`src/rtl/adder_rca_pkg.sv`:
```
`default_nettype none
// ============================================================================
// adder_rca_pkg -- shared constants for the ripple-carry adder.  Rev 1.0
// ============================================================================
package adder_rca_pkg;

    localparam int ADDER_W_DEFAULT = 9;
    localparam int ADDER_W_MIN     = 1;
    localparam int ADDER_W_MAX     = 64;

endpackage : adder_rca_pkg
`default_nettype wire

```
`src/rtl/adder_rca_full_adder.sv`:
```
`default_nettype none
// ============================================================================
// adder_rca_full_adder -- one-bit combinational full-adder cell.  Rev 1.0
// ============================================================================
module adder_rca_full_adder
    import adder_rca_pkg::*;
(
    input  logic a,
    input  logic b,
    input  logic cin,
    output logic s,
    output logic cout
);

    assign s    = a ^ b ^ cin;
    assign cout = (a & b) | (a & cin) | (b & cin);

endmodule : adder_rca_full_adder
`default_nettype wire

```
`src/rtl/adder_rca.sv`:
```
`default_nettype none
// ============================================================================
// adder_rca -- W-bit ripple-carry adder, {carry_out, sum} registered.  Rev 1.0
// ============================================================================
module adder_rca
    import adder_rca_pkg::*;
#(
    parameter int W = ADDER_W_DEFAULT
) (
    input  logic         clk,
    input  logic         rst,
    input  logic [W-1:0] x,
    input  logic [W-1:0] y,
    input  logic         carry_in,
    output logic [W-1:0] sum,
    output logic         carry_out
);

    logic [W:0]   carry;
    logic [W-1:0] sum_comb;

    assign carry[0] = carry_in;

    // Deliberately a plain ripple chain: the carry crosses all W cells.
    for (genvar i = 0; i < W; i++) begin : g_cell
        adder_rca_full_adder u_fa (
            .a    (x[i]),
            .b    (y[i]),
            .cin  (carry[i]),
            .s    (sum_comb[i]),
            .cout (carry[i+1])
        );
    end

    always_ff @(posedge clk) begin
        if (rst) begin
            sum       <= '0;
            carry_out <= 1'b0;
        end else begin
            sum       <= sum_comb;
            carry_out <= carry[W];
        end
    end

endmodule : adder_rca
`default_nettype wire

```
`config.mk`:
```
export PLATFORM = sky130hd
export DESIGN_NAME = adder_rca
export DESIGN_NICKNAME = d
export VERILOG_FILES = /design/src/rtl/adder_rca_pkg.sv /design/src/rtl/adder_rca_full_adder.sv /design/src/rtl/adder_rca.sv
export SDC_FILE = /design/constraint.sdc
export NUM_CORES = 1
export LEC_CHECK = 0
export BUFFER_PORTS_ARGS = -buffer_cell sky130_fd_sc_hd__buf_2
export CORE_AREA = 4 4 41 43
export DETAILED_ROUTE_END_ITERATION = 10
export DIE_AREA = 0 0 45 47
export GPL_TIMING_DRIVEN = 0
export HOLD_SLACK_MARGIN = 0.1
export PLACE_DENSITY_LB_ADDON = 0.3
export SYNTH_ARGS = -nofsm -noshare
export SYNTH_HDL_FRONTEND = slang
export SYNTH_HIERARCHICAL = 1
export SYNTH_SLANG_ARGS = --single-unit
```
`constraint.sdc`:
```
create_clock -name clk -period 10.71 [get_ports clk]
set_clock_uncertainty 0.1 [all_clocks]
set_input_delay 3.213 -clock clk [delete_from_list [all_inputs] [get_ports clk]]
set_output_delay 3.213 -clock clk [all_outputs]
set_load 0.05 [all_outputs]
```
Word-level counts from Yosys, hierarchy flattened
Cells that the tools add are included.
{"block": "totals", "ff_bits": 10, "in_bits": 21, "out_inout_bits": 10}
{"block": "classes", "n_bitwise": 63}
{"op": "bitwise AND 1 bit", "n": 27}
{"op": "OR 1 bit", "n": 18}
{"op": "XOR 1 bit", "n": 18}

Depth between registers and ports, before layout
Gate-level depths: netlist (run 1).
{"block": "logic_depth", "depth_word": 27, "ltp_mapped": 10, "ltp_nobuf": 10}

Modules after synthesis
Netlist (run 1), hierarchy kept.
{"module": "adder_rca", "instances": 1, "cells_per_inst": 20, "area_per_inst_um2": 262.8, "seq_area_each_um2": 200.2}
{"module": "adder_rca_full_adder", "instances": 9, "cells_per_inst": 1, "area_per_inst_um2": 20.0, "seq_area_each_um2": 0.0}

Worst setup path before layout (run 1)
OpenSTA, ideal clock, no wires.
{"block": "synth_path", "kind": "in2reg", "startpoint": "in x[0]", "endpoint": "reg sum[8]", "setup_ns": 0.114, "arrival_ns": 6.829, "t_required_ns": 10.496, "path_slack_ns": 3.667, "path_stages": 10, "path_cell_list": "fa_1 fa_1 fa_1 fa_1 fa_1 fa_1 fa_1 fa_1 fa_1 nor2b_1"}
{"block": "synth_via", "elab_chain_cells": 25, "word_cells_on_any_way": 33, "classes_between": "bitwise (33)"}
{"element": "from (decl)", "line": "adder_rca.sv:12", "rtl": "input logic [W-1:0] x,"}
{"element": "bitwise AND 1 bit", "line": "adder_rca_full_adder.sv:16", "rtl": "assign cout = (a & b) | (a & cin) | (b & cin);"}
{"element": "OR 1 bit (*) (2 in a row)", "line": "adder_rca_full_adder.sv:16"}
{"element": "bitwise AND 1 bit", "line": "adder_rca_full_adder.sv:16"}
{"element": "OR 1 bit", "line": "adder_rca_full_adder.sv:16"}
{"element": "OR 1 bit (*)", "line": "adder_rca_full_adder.sv:16"}
{"element": "named net carry[2]", "line": "adder_rca.sv:19", "rtl": "logic [W:0] carry;"}
{"element": "bitwise AND 1 bit", "line": "adder_rca_full_adder.sv:16"}
{"element": "OR 1 bit", "line": "adder_rca_full_adder.sv:16"}
{"element": "(+1 left out)"}
{"element": "named net carry[3]", "line": "adder_rca.sv:19"}
{"element": "(+3 left out)"}
{"element": "named net carry[4]", "line": "adder_rca.sv:19"}
{"element": "(+3 left out)"}
{"element": "named net carry[5]", "line": "adder_rca.sv:19"}
{"element": "(+3 left out)"}
{"element": "named net carry[6]", "line": "adder_rca.sv:19"}
{"element": "(+2 left out)"}
{"element": "OR 1 bit (*)", "line": "adder_rca_full_adder.sv:16"}
{"element": "named net carry[7]", "line": "adder_rca.sv:19"}
{"element": "bitwise AND 1 bit", "line": "adder_rca_full_adder.sv:16"}
{"element": "OR 1 bit", "line": "adder_rca_full_adder.sv:16"}
{"element": "OR 1 bit (*)", "line": "adder_rca_full_adder.sv:16"}
{"element": "named net carry[8]", "line": "adder_rca.sv:19"}
{"element": "XOR 1 bit (*)", "line": "adder_rca_full_adder.sv:15", "rtl": "assign s = a ^ b ^ cin;"}
{"element": "named net sum_comb[8]", "line": "adder_rca.sv:20", "rtl": "logic [W-1:0] sum_comb;"}
{"element": "to (signal assigned)", "line": "adder_rca.sv:40", "rtl": "sum <= sum_comb;"}
{"element": "to (decl)", "line": "adder_rca.sv:15", "rtl": "output logic [W-1:0] sum,"}
Mark *: on every way through the listed nets, which the timed path passes. The rest lies on a longest branch.
A chain may end at the register's enable or synchronous reset.

Worst setup path after layout (run 1)
{"block": "layout_path", "startpoint": "in x[0]", "endpoint": "reg sum[8]"}
{"block": "layout_via", "elab_chain_cells": 25, "word_cells_on_any_way": 33, "classes_between": "bitwise (33)"}
{"element": "bitwise AND 1 bit", "line": "adder_rca_full_adder.sv:16"}
{"element": "OR 1 bit (*) (2 in a row)", "line": "adder_rca_full_adder.sv:16"}
{"element": "named net carry[1]", "line": "adder_rca.sv:19"}
{"element": "bitwise AND 1 bit", "line": "adder_rca_full_adder.sv:16"}
{"element": "OR 1 bit", "line": "adder_rca_full_adder.sv:16"}
{"element": "OR 1 bit (*)", "line": "adder_rca_full_adder.sv:16"}
{"element": "named net carry[2]", "line": "adder_rca.sv:19"}
{"element": "bitwise AND 1 bit", "line": "adder_rca_full_adder.sv:16"}
{"element": "(+2 left out)"}
{"element": "named net carry[3]", "line": "adder_rca.sv:19"}
{"element": "(+3 left out)"}
{"element": "named net carry[4]", "line": "adder_rca.sv:19"}
{"element": "(+3 left out)"}
{"element": "named net carry[5]", "line": "adder_rca.sv:19"}
{"element": "(+3 left out)"}
{"element": "named net carry[6]", "line": "adder_rca.sv:19"}
{"element": "(+2 left out)"}
{"element": "OR 1 bit (*)", "line": "adder_rca_full_adder.sv:16"}
{"element": "named net carry[7]", "line": "adder_rca.sv:19"}
{"element": "bitwise AND 1 bit", "line": "adder_rca_full_adder.sv:16"}
{"element": "OR 1 bit", "line": "adder_rca_full_adder.sv:16"}
{"element": "OR 1 bit (*)", "line": "adder_rca_full_adder.sv:16"}
{"element": "named net carry[8]", "line": "adder_rca.sv:19"}
{"element": "XOR 1 bit (*)", "line": "adder_rca_full_adder.sv:15"}
{"element": "named net sum_comb[8]", "line": "adder_rca.sv:20"}
Marks and branches as above.

==> run summary, run 1 <==
run status -> completed
routed wire length per instance -> 10.9 µm
initial antenna violation count -> 0
Sink Count -> 10
Antenna Nets Post-Route -> 0
crit path DAT -> 7060 ps
TNS Setup -> 0 ps
Nets -> 94
clock buffer depth -> 2
CTS tree -> done
largest net degree at the start of global routing -> 11
vias per cell -> 4.28
grt ovf -> 0
Switching Fraction -> 0.337
Die Span Y -> 47 µm
fmax -> 143 MHz
FF+latch count, synth -> 10
Flop pwr share -> 0.382
Detailed Route Iter0 Violations -> 2
Layout Cells excl Fill -> 78
YS warnings -> 6
GPL Wtd Cong -> 0.599
number of cells produced by synthesis -> 29
n_diodes -> 0
most common cell after layout, fill and taps aside -> buf_2
share of cells above drive strength 1 -> 0.540
Synth Net Count -> 59
Pleak -> 0.318 nW
Crit path top cell by count -> fa_1
synthesis-to-finish area growth -> 46.3%
Post-CTS Setup Bufs -> 0
Pre-antenna DRT Iters -> 2
cts hold-fix bufs -> 0
routed wire length -> 853 µm
Int Power -> 0.0000739 W
switching power -> 0.0000376 W
Critical Path RT -> 10760 ps
Startpoint Class -> primary input
final hold vios -> 0
most frequent cells in the layout -> 30 x buf_2, 10 x nor2b_1, 10 x dfxtp_1
I/O pin cnt -> 31
RSZ-0062 raised after global routing -> no
mapped cell area -> 443 µm²
first-pass GRT wire length -> 1.47 mm
Max IR drop VDD -> 0.0669 mV
row cnt -> 13
DR vias -> 334
CP peak stage delay -> 430 ps
post-DP HPWL -> 768 µm
total CTS buffers -> 3
Cell Chain, Critical Path -> buf_2 -> fa_1 -> fa_1 -> fa_1 -> fa_1 -> fa_1 -> fa_1 -> fa_1 -> fa_1 -> fa_1 -> nor2b_1
Rel. slew slack -> 0.830
htree depth -> 1
Comb pwr share -> 0.319
total instance count after detailed placement -> 74
Clock transition at path regs -> 60 ps
Root Driver -> clkbuf_4
worst min path class -> in2reg
Top delay family on crit path -> adder cells
# setup viols final -> 0
IO buf count -> 30
die area -> 2120 µm²
vias in the first global route -> 367
filler cell count -> 139
Period Utilization, post-route -> 0.654
Max Fanout on Critical Path -> 1
CTS resizes -> 0
die width -> 45 µm
critical path class -> in2reg
clock power share -> 0.299
Slew Viols, Final -> 0
Unique masters post-synth -> 3
mean area per synthesized cell -> 15.3 µm²
global-route usage over all layers -> 0.104
CP bufs+invs -> 1
Placeable Area -> 1300 µm²
Max-Cap Viols -> 0
Power Density -> 172 nW/µm²
Seq/Total Area, Yosys -> 0.452
post-route DRC violation count -> 0
CP max-delay cell -> fa_1
minimum clock period -> 7000 ps
Crit. End Element -> flip-flop
Least-Margin Pin Slew -> 257 ps
starting density of the core -> 0.340
-- power by group through the flow --
stage                     registers, W   logic (W)  clock network [W]
after global placement       0.0000435   0.0000352                  0
after floorplan              0.0000602  0.00000755                  0
after global routing         0.0000431   0.0000394          0.0000368
after CTS                    0.0000428   0.0000363          0.0000348
final                        0.0000426   0.0000356          0.0000333
after detailed placement     0.0000436   0.0000363                  0
-- path summary, 6_finish.rpt --
check / endpoint / slack, ps / startpoint / cells past startpoint
setup / recovery: sum[8]$_SDFF_PP0_ / 3710 / x[0] / 11
hold / removal: sum[7]$_SDFF_PP0_ / 3140 / rst / 2
-- metrics by stage --
stage                      util  total power (W)  setup slack [ps]  hold WS, ps  cell area [µm²]
final                     0.498         0.000112              3710         3140              648
after global routing      0.498         0.000119              3570         3150              648
after CTS                 0.498         0.000114              3690         3140              648
after detailed placement  0.470        0.0000799              3400         3420              612
after global placement    0.470        0.0000787              3430         3430              612
after floorplan               -        0.0000677              3670         3180              443
-- cell type report --
cell class,count,area (µm²),share of cell area
multi-input cells,19,243,0.375
repair buffers,30,150,0.232
well taps,15,18.8,0.0290
flip-flops and latches,10,200,0.309
clock buffers,4,36.3,0.0560
-- sequential cells by signal, indices dropped and copies added, names as in the netlist --
| signal | cells |
|---|---|
| carry_out | 1 |
| sum | 9 |
-- logic make-up after synthesis --
logic type                 share of synthesized area
DFF                                            0.452
and+or+nand+nor                                0.141
adders and majority gates                      0.407
-- per-layer routing --
layer  part of all wire  GRT usage  vias up
li1                   -          -      154
met1               0.32      0.105      157
met2               0.53      0.167       19
met3               0.12     0.0421        4
met4              0.027     0.0877        0
met5                  0          0        -
-- Yosys cell counts, drive strengths merged --
cell type,n,share of area
fa,9,0.41
dfxtp,10,0.45
nor2b,10,0.14
Note: power is estimated with default switching activity, not from simulation.
==> inputs of run 2 (changes only) <==
CORE_AREA = default   (was 4 4 41 43)
CORE_MARGIN = 4   (was default)
CORE_UTILIZATION = 34   (was default)
DIE_AREA = default   (was 0 0 45 47)
clock period = 5.65 ns   (was 10.71 ns; I/O delays follow)
==> run summary, run 2 (synthesized netlist as in run 1, its figures left out) <==
Slew Viols, Final -> 0
Power Density -> 323 nW/µm²
Startpoint Class -> primary input
routed wire length -> 725 µm
RSZ-0062 raised after global routing -> no
Rel. slew slack -> 0.835
first-pass GRT wire length -> 1.16 mm
minimum clock period -> 5500 ps
total instance count after detailed placement -> 73
post-DP HPWL -> 668 µm
IO buf count -> 30
Antenna Nets Post-Route -> 0
routed wire length per instance -> 9.42 µm
Max IR drop VDD -> 0.0746 mV
cts hold-fix bufs -> 0
Max Fanout on Critical Path -> 1
largest reg by FF count -> sum
fmax -> 182 MHz
Post-CTS Setup Bufs -> 0
Layout Cells excl Fill -> 77
vias per cell -> 3.87
final hold vios -> 0
placement-stage worst setup slack -> -151 ps
DR vias -> 298
total CTS buffers -> 3
biggest regs -> sum x9, carry_out x1
post-route DRC violation count -> 0
most common cell after layout, fill and taps aside -> buf_2
Pleak -> 0.318 nW
die width -> 44.1 µm
Die Span Y -> 44.1 µm
# setup viols final -> 0
Least-Margin Pin Slew -> 250 ps
critical path class -> in2reg
die area -> 1940 µm²
Total Power -> 0.000209 W
starting density of the core -> 0.378
share of cells above drive strength 1 -> 0.540
Pre-antenna DRT Iters -> 2
Detailed Route Iter0 Violations -> 3
Nets -> 94
most frequent cells in the layout -> 30 x buf_2, 10 x nor2b_1, 10 x dfxtp_1
synthesis-to-finish area growth -> 46.0%
Crit. End Element -> flip-flop
Sink Count -> 10
Clock transition at path regs -> 60 ps
row cnt -> 12
n_diodes -> 0
CTS tree -> done
GPL Wtd Cong -> 0.638
crit path DAT -> 5550 ps
CTS resizes -> 0
global-route usage over all layers -> 0.0845
run status -> completed
initial antenna violation count -> 0
grt ovf -> 0
worst min path class -> in2reg
htree depth -> 1
largest net degree at the start of global routing -> 11
final hold slack -> 1620 ps
Placeable Area -> 1170 µm²
max FFs per register -> 9
clock buffer depth -> 2
vias in the first global route -> 300
Critical Path RT -> 5700 ps
I/O pin cnt -> 31
setup ws final -> 153 ps
Root Driver -> clkbuf_4
Period Utilization, post-route -> 0.973
Max-Cap Viols -> 0
==> run 2: cell counts in the layout (fill, tap and decap cells not counted) <==
No cell type changed its count.
==> run 2: final cells by class <==
cell class / count / area, µm²
timing repair buffer: 30 / 150
tap: 14 / 17.5
sequential: 10 / 200
fill: 114 / 524
multi-input combinational: 19 / 243
clock buffer: 4 / 36.3
==> run 2: worst paths after layout <==
| check | from | endpoint | slack [ps] | depth (start not counted) |
|---|---|---|---|---|
| worst max-delay path | x[0] | sum[8]$_SDFF_PP0_ | 150 | 11 |
| worst min-delay path | rst | carry_out$_SDFF_PP0_ | 1620 | 2 |
==> run 2: worst max-delay path: stages <==
cell	delay [ps]
buf_2	110
fa_1	430
fa_1	380
fa_1	390
fa_1	380
fa_1	390
fa_1	390
fa_1	400
fa_1	400
fa_1	440
nor2b_1	140
==> run 2: through the flow <==
step / setup TNS [ps] / utilization / cell area [µm²]
finish: 0 / 0.552 / 647
global route: 0 / 0.552 / 647
CTS: 0 / 0.552 / 647
detailed placement: -215 / 0.521 / 611
global placement: -107 / 0.521 / 611
floorplan: 0 / - / 443
==> run 2: routing by layer <==
metal	GRT usage	up-vias	share of wire
li1	-	154	-
met1	0.0992	122	0.38
met2	0.116	20	0.46
met3	0.0244	2	0.13
met4	0.0904	0	0.023
met5	0	-	0
==> run 2: report_power, final <==
group          leakage, nW  switching (W)  internal [W]
sequential          0.0834     0.00000161     0.0000792
clock               0.0210      0.0000224     0.0000390
combinational        0.214      0.0000452     0.0000217
==> inputs of run 3 (changes only) <==
CORE_AREA = 4 4 41 43   (was default)
CORE_MARGIN = default   (was 4)
CORE_UTILIZATION = default   (was 34)
DIE_AREA = 0 0 45 47   (was default)
PLACE_DENSITY = 0.79   (was default)
PLACE_DENSITY_LB_ADDON = default   (was 0.3)
clock period = 6.4 ns   (was 5.65 ns; I/O delays follow)
==> run summary, run 3 (synthesized netlist as in run 1, its figures left out) <==
max FFs per register -> 9
Switching Fraction -> 0.334
grt ovf -> 0
switching power -> 0.0000620 W
IO buf count -> 30
first-pass GRT wire length -> 1.51 mm
row cnt -> 13
CTS tree -> done
GPL Wtd Cong -> 0.683
Flop pwr share -> 0.385
vias in the first global route -> 361
clock power share -> 0.294
final hold vios -> 0
Pleak -> 0.318 nW
Root Driver -> clkbuf_4
Die Span Y -> 47 µm
largest net degree at the start of global routing -> 11
total CTS buffers -> 3
htree depth -> 1
CP bufs+invs -> 1
RSZ-0062 raised after global routing -> no
clock buffer depth -> 2
Startpoint Class -> primary input
initial antenna violation count -> 0
post-route DRC violation count -> 0
run status -> completed
minimum clock period -> 5730 ps
Placeable Area -> 1300 µm²
global-route usage over all layers -> 0.113
DR vias -> 325
Period Utilization, post-route -> 0.896
starting density of the core -> 0.340
fmax -> 174 MHz
crit path DAT -> 5790 ps
TNS Setup -> 0 ps
Nets -> 94
cts hold-fix bufs -> 0
CP peak stage delay -> 460 ps
share of cells above drive strength 1 -> 0.540
worst hold endpoint -> sum[6]$_SDFF_PP0_
# setup viols final -> 0
Power Density -> 286 nW/µm²
Top delay family on crit path -> adder cells
routed wire length per instance -> 11.7 µm
Layout Cells excl Fill -> 78
hold wc startpoint -> rst
Total Power -> 0.000186 W
Max Fanout on Critical Path -> 1
routed wire length -> 912 µm
filler cell count -> 133
most frequent cells in the layout -> 30 x buf_2, 10 x nor2b_1, 10 x dfxtp_1
Antenna Nets Post-Route -> 0
total instance count after detailed placement -> 74
most common cell after layout, fill and taps aside -> buf_2
Crit. End Element -> flip-flop
Post-CTS Setup Bufs -> 0
Crit path top cell by count -> fa_1
Slew Viols, Final -> 0
worst min path class -> in2reg
Detailed Route Iter0 Violations -> 5
critical path class -> in2reg
largest reg by FF count -> sum
Rel. slew slack -> 0.828
Critical Path RT -> 6450 ps
Sink Count -> 10
die area -> 2120 µm²
Clock transition at path regs -> 60 ps
die width -> 45 µm
CTS resizes -> 0
Int Power -> 0.000124 W
CP max-delay cell -> fa_1
vias per cell -> 4.17
Cell Chain, Critical Path -> buf_2 -> fa_1 -> fa_1 -> fa_1 -> fa_1 -> fa_1 -> fa_1 -> fa_1 -> fa_1 -> fa_1 -> nor2b_1
synthesis-to-finish area growth -> 46.3%
Pre-antenna DRT Iters -> 4
Max IR drop VDD -> 0.107 mV
final core utilization -> 0.498
Comb pwr share -> 0.322
I/O pin cnt -> 31
Worst Hold Depth -> 2
n_diodes -> 0
Least-Margin Pin Slew -> 260 ps
biggest regs -> sum x9, carry_out x1
Max-Cap Viols -> 0
## run 3: cell counts in the layout (fill, tap and decap cells not counted)
No cell type changed its count.
## run 3: layout make-up
cell class,count,area [µm²],area share
sequential,10,200,0.309
timing repair buffer,30,150,0.232
clock buffer,4,36.3,0.0560
tap,15,18.8,0.0290
multi-input combinational,19,243,0.375
## run 3: worst max path at each step
stage | from | endpoint | depth (start not counted)
global route | x[0] | sum[8]$_SDFF_PP0_ | 11
global placement | x[0] | sum[8]$_SDFF_PP0_ | 11
floorplan | x[0] | sum[8]$_SDFF_PP0_ | 10
detailed placement | x[0] | sum[8]$_SDFF_PP0_ | 11
CTS | x[0] | sum[8]$_SDFF_PP0_ | 11
finish | x[0] | sum[8]$_SDFF_PP0_ | 11
## run 3: stage by stage
| step | hold WS, ps | area, µm² | setup slack, ps |
|---|---|---|---|
| after detailed placement | 2110 | 612 | 371 |
| final | 1840 | 648 | 665 |
| after CTS | 1830 | 648 | 670 |
| after global placement | 2110 | 612 | 459 |
| after floorplan | 1890 | 443 | 650 |
| after global routing | 1830 | 648 | 571 |
## run 3: layer usage
metal / track usage / share of wire / vias up / wire, µm
met3: 0.0345 / 0.093 / 2 / 85
met1: 0.0865 / 0.30 / 151 / 274
met4: 0.140 / 0.023 / 0 / 21
li1: - / - / 155 / -
met2: 0.201 / 0.58 / 17 / 530
met5: 0 / 0 / - / 0
## run 3: power by group through the flow
stage / Sequential (W) / Combinational (W) / Clock, W
final: 0.0000714 / 0.0000597 / 0.0000545
after global routing: 0.0000724 / 0.0000657 / 0.0000624
after CTS: 0.0000716 / 0.0000606 / 0.0000566
after detailed placement: 0.0000730 / 0.0000603 / 0
after global placement: 0.0000726 / 0.0000584 / 0
after floorplan: 0.000101 / 0.0000126 / 0
